===== src/rtl/mcycle_sequencer.sv =====
// Multi-cycle mul/div unit with its own sequencer: Start in cycle T stalls via Busy for T..T+WIDTH, Done pulses at T+WIDTH+1.
// Optional MCYCLE_EARLY_TERM_EN lets multiplies finish once the remaining multiplier is zero.
module mcycle_sequencer #(
  parameter int WIDTH = 32
) (
  input  logic             CLK,
  input  logic             RESET,
  input  logic             Start,
  input  logic [1:0]       MCycleOp,
  input  logic [WIDTH-1:0] Operand1,
  input  logic [WIDTH-1:0] Operand2,
  output logic [WIDTH-1:0] Result1,
  output logic [WIDTH-1:0] Result2,
  output logic             Busy,
  output logic             Done
);

  localparam int            CW   = $clog2(WIDTH) + 1;
  localparam logic [CW-1:0] LAST = CW'(WIDTH - 1);

  typedef enum logic [1:0] {S_IDLE, S_COMPUTE, S_DONE} state_t;

  state_t             r_state;
  logic [CW-1:0]      r_count;
  logic               r_is_div;
  logic               r_neg_q;
  logic               r_neg_r;
  logic [2*WIDTH-1:0] r_acc;
  logic [2*WIDTH-1:0] r_mcand;
  logic [WIDTH-1:0]   r_mplr;
  logic [WIDTH-1:0]   r_quo;
  logic [WIDTH-1:0]   r_rem;
  logic [WIDTH-1:0]   r_dvs;
  logic [WIDTH-1:0]   r_op1;
  logic [WIDTH-1:0]   r_res1;
  logic [WIDTH-1:0]   r_res2;

  logic               w_accept;
  logic               w_sign_a;
  logic               w_sign_b;
  logic [WIDTH-1:0]   w_mag_a;
  logic [WIDTH-1:0]   w_mag_b;
  logic [2*WIDTH-1:0] w_acc_nxt;
  logic [2*WIDTH-1:0] w_prod;
  logic [WIDTH:0]     w_rem_sh;
  logic [WIDTH:0]     w_sub;
  logic               w_ge;
  logic [WIDTH-1:0]   w_rem_nxt;
  logic [WIDTH-1:0]   w_quo_nxt;
  logic [WIDTH-1:0]   w_q_fix;
  logic [WIDTH-1:0]   w_r_fix;
  logic               w_last;

  // Start is only honoured outside COMPUTE; the stall starts combinationally with it.
  assign w_accept = (r_state != S_COMPUTE) && Start;
  assign Busy     = w_accept || (r_state == S_COMPUTE);
  assign Done     = (r_state == S_DONE);
  assign Result1  = r_res1;
  assign Result2  = r_res2;

  assign w_sign_a = ~MCycleOp[0] & Operand1[WIDTH-1];
  assign w_sign_b = ~MCycleOp[0] & Operand2[WIDTH-1];
  assign w_mag_a  = w_sign_a ? -Operand1 : Operand1;
  assign w_mag_b  = w_sign_b ? -Operand2 : Operand2;

  assign w_acc_nxt = r_mplr[0] ? (r_acc + r_mcand) : r_acc;
  assign w_prod    = r_neg_q ? -w_acc_nxt : w_acc_nxt;

  // Restoring step: the top bit of w_sub is the borrow, i.e. shifted remainder < divisor.
  assign w_rem_sh  = {r_rem, r_quo[WIDTH-1]};
  assign w_sub     = w_rem_sh - {1'b0, r_dvs};
  assign w_ge      = ~w_sub[WIDTH];
  assign w_rem_nxt = w_ge ? w_sub[WIDTH-1:0] : w_rem_sh[WIDTH-1:0];
  assign w_quo_nxt = {r_quo[WIDTH-2:0], w_ge};
  assign w_q_fix   = r_neg_q ? -w_quo_nxt : w_quo_nxt;
  assign w_r_fix   = r_neg_r ? -w_rem_nxt : w_rem_nxt;

`ifdef MCYCLE_EARLY_TERM_EN
  assign w_last = (r_count == LAST) || (!r_is_div && (r_mplr[WIDTH-1:1] == '0));
`else
  assign w_last = (r_count == LAST);
`endif

  always_ff @(posedge CLK) begin
    if (RESET) begin
      r_state  <= S_IDLE;
      r_count  <= '0;
      r_is_div <= 1'b0;
      r_neg_q  <= 1'b0;
      r_neg_r  <= 1'b0;
      r_acc    <= '0;
      r_mcand  <= '0;
      r_mplr   <= '0;
      r_quo    <= '0;
      r_rem    <= '0;
      r_dvs    <= '0;
      r_op1    <= '0;
      r_res1   <= '0;
      r_res2   <= '0;
    end else begin
      case (r_state)
        S_IDLE, S_DONE: begin
          if (Start) begin
            r_state  <= S_COMPUTE;
            r_count  <= '0;
            r_is_div <= MCycleOp[1];
            r_neg_q  <= w_sign_a ^ w_sign_b;
            r_neg_r  <= w_sign_a;
            r_acc    <= '0;
            r_mcand  <= {{WIDTH{1'b0}}, w_mag_a};
            r_mplr   <= w_mag_b;
            r_quo    <= w_mag_a;
            r_rem    <= '0;
            r_dvs    <= w_mag_b;
            r_op1    <= Operand1;
          end else begin
            r_state <= S_IDLE;
          end
        end
        S_COMPUTE: begin
          r_count <= r_count + 1'b1;
          r_acc   <= w_acc_nxt;
          r_mcand <= {r_mcand[2*WIDTH-2:0], 1'b0};
          r_mplr  <= {1'b0, r_mplr[WIDTH-1:1]};
          r_quo   <= w_quo_nxt;
          r_rem   <= w_rem_nxt;
          if (w_last) begin
            r_state <= S_DONE;
            if (!r_is_div) begin
              r_res1 <= w_prod[WIDTH-1:0];
              r_res2 <= w_prod[2*WIDTH-1:WIDTH];
            end else if (r_dvs == '0) begin
              // Divide-by-zero reports the raw dividend, not its sign-fixed magnitude.
              r_res1 <= '1;
              r_res2 <= r_op1;
            end else begin
              r_res1 <= w_q_fix;
              r_res2 <= w_r_fix;
            end
          end
        end
        default: r_state <= S_IDLE;
      endcase
    end
  end

endmodule


===== config.mk =====
export PLATFORM = sky130hd
export DESIGN_NAME = mcycle_sequencer
export DESIGN_NICKNAME = d
export VERILOG_FILES = /design/src/rtl/mcycle_sequencer.sv
export SDC_FILE = /design/constraint.sdc
export NUM_CORES = 1
export LEC_CHECK = 0
export CAP_MARGIN = 25
export CORE_ASPECT_RATIO = 1.2
export CORE_MARGIN = 1
export CORE_UTILIZATION = 50
export DETAILED_ROUTE_END_ITERATION = 12
export PLACE_DENSITY = 0.71
export REMOVE_ABC_BUFFERS = 1
export SKIP_LAST_GASP = 1
export SYNTH_ARGS = -nofsm -noshare
export SYNTH_HDL_FRONTEND = slang
export SYNTH_SLANG_ARGS = --single-unit

===== constraint.sdc =====
create_clock -name CLK -period 6.4 [get_ports CLK]
set_clock_uncertainty 0.1 [all_clocks]
set_input_delay 0.96 -clock CLK [delete_from_list [all_inputs] [get_ports CLK]]
set_output_delay 0.96 -clock CLK [all_outputs]
set_load 0.01 [all_outputs]

[After elaboration in Yosys (flattened, before gate mapping)]
Cells that the tools add are included.
Widths: inputs -> output; s select.
Cells by class
  add/subtract/negate cells: 8
  eq/ne operators: 6
  multiplexer cells: 26
  bitwise operators: 5
  reduce and logical (&&, ||, !) cells: 9
Operators by type and width (count)
  $mux 32: 12
  $mux 64: 4
  $pmux 64 s2: 2
  $pmux 32 s2: 3
  $neg 32->32: 4
  $add 64x64->64: 1
  $neg 64->64: 1
  $sub 33x32->33: 1
  $logic_not 32->1: 1
  $pmux 6 s2: 1
  $add 6x1->6 const B: 1
  $eq 6x5->1 const B: 1
  $mux 6: 1
  $reduce_and 2->1: 3
  $ne 2x2->1 const B: 2
  $pmux 2 s2: 1
  $and 1x1->1: 2
  $eq 2x1->1 const B: 1
  $eq 2x2->1 const B: 1
  $logic_not 2->1: 1
  $mux 2: 1
  $ne 2x1->1 const B: 1
  $not 1->1: 2
  $reduce_bool 2->1: 1
  5 further kinds: 5
Word-level totals
  bits in registers: 363
  input port bits: 69
  output and inout bits: 66

[Longest topological paths before layout]
Gate-level depths: netlist (run 1).
  depth in word-level cells: 6
  depth in mapped cells: 21

[Least setup slack after synthesis (run 1)]
Ideal clock, no wire load.
  path kind: reg-to-reg
  start point: register r_dvs[15]
  end point: register r_res2[28], in the netlist Result2[28]
  arrival time: 4615 ps
  setup slack: 1610 ps
  cell stages (with the launch flop): 22
  period minus slack after synthesis: 4790 ps
  cells stage by stage: dfxtp_1 -> inv_1 -> ha_1 -> clkbuf_1 -> nand2_1 -> a2111oi_0 -> o21ai_0 -> a21oi_1 -> o211ai_1 -> nand2_1 -> buf_2 -> buf_2 -> clkbuf_1 -> nand2_1 -> o21ai_0 -> ha_1 -> o21ai_1 -> a211o_1 -> o41ai_1 -> xnor2_1 -> a21oi_1 -> o22ai_1
Between the ends
  cells in the longest elaborated chain, start to end: 6
Ends and longest elaborated chain
  from (decl): RTL line 33  | logic [WIDTH-1:0] r_dvs;
  from (signal assigned): RTL line 114  | r_dvs <= w_mag_b;
  $sub 33x32->33: RTL line 71  | assign w_sub = w_rem_sh - {1'b0, r_dvs};
  $mux 32: RTL line 73  | assign w_rem_nxt = w_ge ? w_sub[WIDTH-1:0] : w_rem_sh[WIDTH-1:0];
  $neg 32->32: RTL line 76  | assign w_r_fix = r_neg_r ? -w_rem_nxt : w_rem_nxt;
  $mux 32: RTL line 76
  $mux 32 (*): RTL line 132  | end else if (r_dvs == '0) begin
  $mux 32 (*): RTL line 129  | if (!r_is_div) begin
  to (signal assigned): RTL line 131  | r_res2 <= w_prod[2*WIDTH-1:WIDTH];
  to (signal assigned): RTL line 135  | r_res2 <= r_op1;
  to (signal assigned): RTL line 138  | r_res2 <= w_r_fix;
  to (decl): RTL line 36  | logic [WIDTH-1:0] r_res2;
Mark *: on every way between the ends. The rest lies on a longest branch, timed or not.
A chain may end at the register's enable or synchronous reset.

[Worst setup path after layout (run 1)]
  start point: register r_mcand[0]
  end point: register r_res2[23], in the netlist Result2[23]
Between the ends
  cells in the longest elaborated chain, start to end: 5
Ends and longest elaborated chain
  from (decl): RTL line 29  | logic [2*WIDTH-1:0] r_mcand;
  from (signal assigned): RTL line 110  | r_mcand <= {{WIDTH{1'b0}}, w_mag_a};
  from (signal assigned): RTL line 123  | r_mcand <= {r_mcand[2*WIDTH-2:0], 1'b0};
  $add 64x64->64 (*): RTL line 66  | assign w_acc_nxt = r_mplr[0] ? (r_acc + r_mcand) : r_acc;
  $mux 64 (*): RTL line 66
  $neg 64->64: RTL line 67  | assign w_prod = r_neg_q ? -w_acc_nxt : w_acc_nxt;
  $mux 64 (*): RTL line 67
  $mux 32 (*): RTL line 129
Marks and branches as above.

==> impl_metrics.env, run 1 <==
export IMPL_insertion_delay_ns=0.60
export IMPL_yosysWarningCount=0
export IMPL_layout_drive_gt1_share=0.0556
export IMPL_synthTopCellsByArea="dfxtp_1 28%, a21oi_1 8.0%, nand2_1 6.6%, a22oi_1 5.5%, ha_1 4.8%"
export IMPL_drc_errors=0
export IMPL_layout_min_cycle_time_ns=5.44
export IMPL_crit_slowest_cell="a211oi_1"
export IMPL_multi_input_area_um2=17900
export IMPL_synth_async_sr_flop_share=0
export IMPL_grt_max_degree=191
export IMPL_maxCapViolations=0
export IMPL_synth_ff_latch_count=363
export IMPL_cpPeakStageDelay_ns=0.79
export IMPL_num_vias=27700
export IMPL_initial_core_util=0.510
export IMPL_clk_pin_slew_ns=0.06
export IMPL_path_delay_family="compound AO/OA/AOI/OAI gates"
export IMPL_fmax_mhz=184
export IMPL_worst_setup_path_type="flip-flop to flip-flop"
export IMPL_root_buffer="clkbuf_16"
export IMPL_dp_hpwl_mm=69.0
export IMPL_critPathMaxFanout=7
export IMPL_syn_inst=3571
export IMPL_finalHoldViolCount=0
export IMPL_area_growth_pct=11.4
export IMPL_dp_cells=4182
export IMPL_p_sw_frac=0.377
export IMPL_finish_utilization=0.568
export IMPL_final_max_slew_violation_count=0
export IMPL_yosysTopAreaCell="dfxtp_1"
export IMPL_rsz0062_at_grt="false"
export IMPL_worst_pin_slew_ns=1.04
export IMPL_drt_iter0_drc=2663
export IMPL_synthTopCellsByCount="462 x nand2_1, 421 x a21oi_1, 363 x dfxtp_1, 333 x nor2_1, 205 x clkbuf_1"
export IMPL_rows=91
export IMPL_diodes=0
export IMPL_comb_power_share=0.349
export IMPL_cts_tree="built"
export IMPL_die_area_um2=53700
export IMPL_clkPwrFrac=0.331
export IMPL_cts_setup_buffers=0
export IMPL_portBuffers=134
export IMPL_wl_per_cell_um=22.1
export IMPL_ant_nets=0
export IMPL_routabilityCongestion=0.986
export IMPL_yosysSeqAreaShare=0.275
export IMPL_start_kind="flip-flop"
export IMPL_status="finished clean"
export IMPL_crit_arrival_ns=5.81
export IMPL_cp_required_ns=6.77
export IMPL_grt_pass1_vias=25600
export IMPL_core_area_um2=51800
export IMPL_gr_total_overflow=0
export IMPL_netSwitchingPower_mw=2.91
export IMPL_cts_resized=0
export IMPL_viasPerCell=6.52
export IMPL_pwr_share_seq=0.320
export IMPL_setup_ws_ns=0.960
export IMPL_grt_use_total=0.344
export IMPL_area_sequential_um2=7270
export IMPL_synth_top_cell_area_share=0.275
export IMPL_ios=135
export IMPL_cts_buffer_depth=3
export IMPL_path_cells="ha_1 > inv_1 > fa_1 > nor2b_4 > o31a_1 > o21ai_1 > a211oi_1 > o31a_1 > o31ai_1 > o31ai_1 > nand4b_1 > nor3_1 > a31oi_1 > xnor2_1 > a2111oi_0"
export IMPL_worst_setup_path_end_kind="flip-flop"
export IMPL_avgSynthCellArea_um2=7.40
export IMPL_crit_buf_inv=1
export IMPL_period_share=0.850
export IMPL_clock_sinks=363
export IMPL_chipHeight_um=254
export IMPL_setup_viol=0
export IMPL_yosys_cell_count_top_type="nand2_1"
export IMPL_layout_cells_non_filler=4257
export IMPL_cts_buffers=41
export IMPL_grt_pass1_wl_mm=145
export IMPL_relSlewSlack=0.294
export IMPL_hold_ws_ns=0.346
export IMPL_synth_cell_type_count=102
export IMPL_wl_mm=94.0
export IMPL_firstDrtPassIters=6
export IMPL_synth_edff_count=0
export IMPL_ctsHoldBuffers=0
export IMPL_fin_area_um2=29400
export IMPL_die_w_um=212
export IMPL_fillCellCount=5026
export IMPL_ys_flop_type="dfxtp_1"
export IMPL_htree_levels=2
export IMPL_syn_area_um2=26400
export IMPL_powerDensity_nw_per_um2=263
export IMPL_leakagePower_nw=10.7
export IMPL_pre_cts_ws_ns=1.09
export IMPL_place_area_um2=28000
export IMPL_p_int_mw=4.82
export IMPL_fin_nets=3702
export IMPL_hold_path_class="flip-flop to flip-flop"
export IMPL_ir_drop_mv=0.194
export IMPL_antenna_found_initial=1
==> final timing paths <==
kind	from	slack (ns)	endpoint	cells after the start
worst max-delay path	r_mcand[0]	0.96	Result2[23]	15
worst min-delay path	Result1[27]	0.35	Result1[27]	2
worst max register to register	r_mcand[0]	0.96	Result2[23]	15
worst min register to register	Result1[27]	0.35	Result1[27]	2
==> area by class of cell <==
class,count,area share
Clock buffer,54,0.0403
Clock inverter,19,0.00850
Inverter,85,0.0108
Multi-Input combinational cell,2870,0.608
Sequential cell,363,0.247
Tap cell,697,0.0296
Timing Repair Buffer,169,0.0559
==> metal layers <==
layer	global-route usage	up-vias	share of wire
li1	-	13200	-
met1	0.437	13100	0.41
met2	0.564	1194	0.46
met3	0.0429	257	0.071
met4	0.188	2	0.055
met5	0	-	0.00014
==> cell families after synthesis <==
family,after synthesis,synth area share
buffers and inverters,338,0.0497
muxes,37,0.0145
and+or+nand+nor,1251,0.223
DFF,363,0.275
xor gates and xnor gates,197,0.0653
AOI/OAI and AO/OA,1282,0.323
adders and majority gates,103,0.0494
==> cell usage in the layout, fill, tap and decap left out, drive strengths merged, types with 13 or more instances in the layout <==
cell type | synthesis | final
ha | 101 | 101
o221ai | 38 | 38
clkdlybuf4s50 | 0 | 133
xor2 | 77 | 77
nor2b | 28 | 28
nand2b | 20 | 20
o211a | 13 | 13
or3 | 39 | 39
a22oi | 194 | 194
a21o | 38 | 38
a21oi | 425 | 425
and3 | 22 | 22
nor4 | 36 | 36
or4 | 15 | 15
nand4 | 72 | 72
mux2i | 26 | 26
o21bai | 14 | 14
o21a | 33 | 33
nand3 | 48 | 48
a211oi | 47 | 47
nand2 | 462 | 462
or2 | 16 | 16
o21ai | 188 | 188
xnor2 | 120 | 120
o41ai | 27 | 27
nor2 | 333 | 333
dfxtp | 363 | 363
o211ai | 45 | 45
nor3 | 81 | 81
and2 | 22 | 22
clkbuf | 205 | 55
o31ai | 51 | 51
inv | 84 | 86
buf | 48 | 35
a31oi | 41 | 41
==> flip-flops by register name, summed over array words and instances, names as in the netlist <==
name and flops:
r_mcand 64, r_dvs 32, r_acc 64, r_quo 32, Result2 32, r_mplr 32, r_rem 32, r_op1 32
r_is_div 1, r_state 2, r_count 6, r_neg_r 1, Result1 32, r_neg_q 1
==> stage by stage <==
stage	total power [mW]	setup TNS [ns]
after floorplan	4.35	-3578.86
after global placement	5.13	0
after detailed placement	5.14	0
after CTS	7.68	0
after global routing	8.07	0
final	7.74	0
==> worst reg2reg max path, cell delays in order (launching register included) <==
cell	delay, ns
dfxtp_1	0.36
ha_1	0.28
inv_1	0.08
fa_1	0.43
nor2b_4	0.22
o31a_1	0.28
o21ai_1	0.17
a211oi_1	0.79
o31a_1	0.23
o31ai_1	0.13
o31ai_1	0.48
nand4b_1	0.36
nor3_1	0.65
a31oi_1	0.22
xnor2_1	0.16
a2111oi_0	0.39
==> power groups by stage <==
stage                     sequential, mW  combinational [mW]  clock (mW)
after CTS                           2.47                2.63        2.58
after floorplan                     2.49                1.85           0
after detailed placement            2.52                2.62           0
after global placement              2.52                2.61           0
final                               2.47                2.70        2.56
after global routing                2.48                2.91        2.68
Note: power is estimated with default switching activity, not from simulation.
==> run 2: changes to the inputs <==
--- a/config.mk
+++ b/config.mk
@@ -5,6 +5,7 @@
 export SDC_FILE = /design/constraint.sdc
 export NUM_CORES = 1
 export LEC_CHECK = 0
+export ABC_AREA = 0
 export CAP_MARGIN = 25
 export CORE_ASPECT_RATIO = 1.2
 export CORE_MARGIN = 1
==> results of run 2 <==
The final DEF is identical to that of run 1; final timing and power are the same.
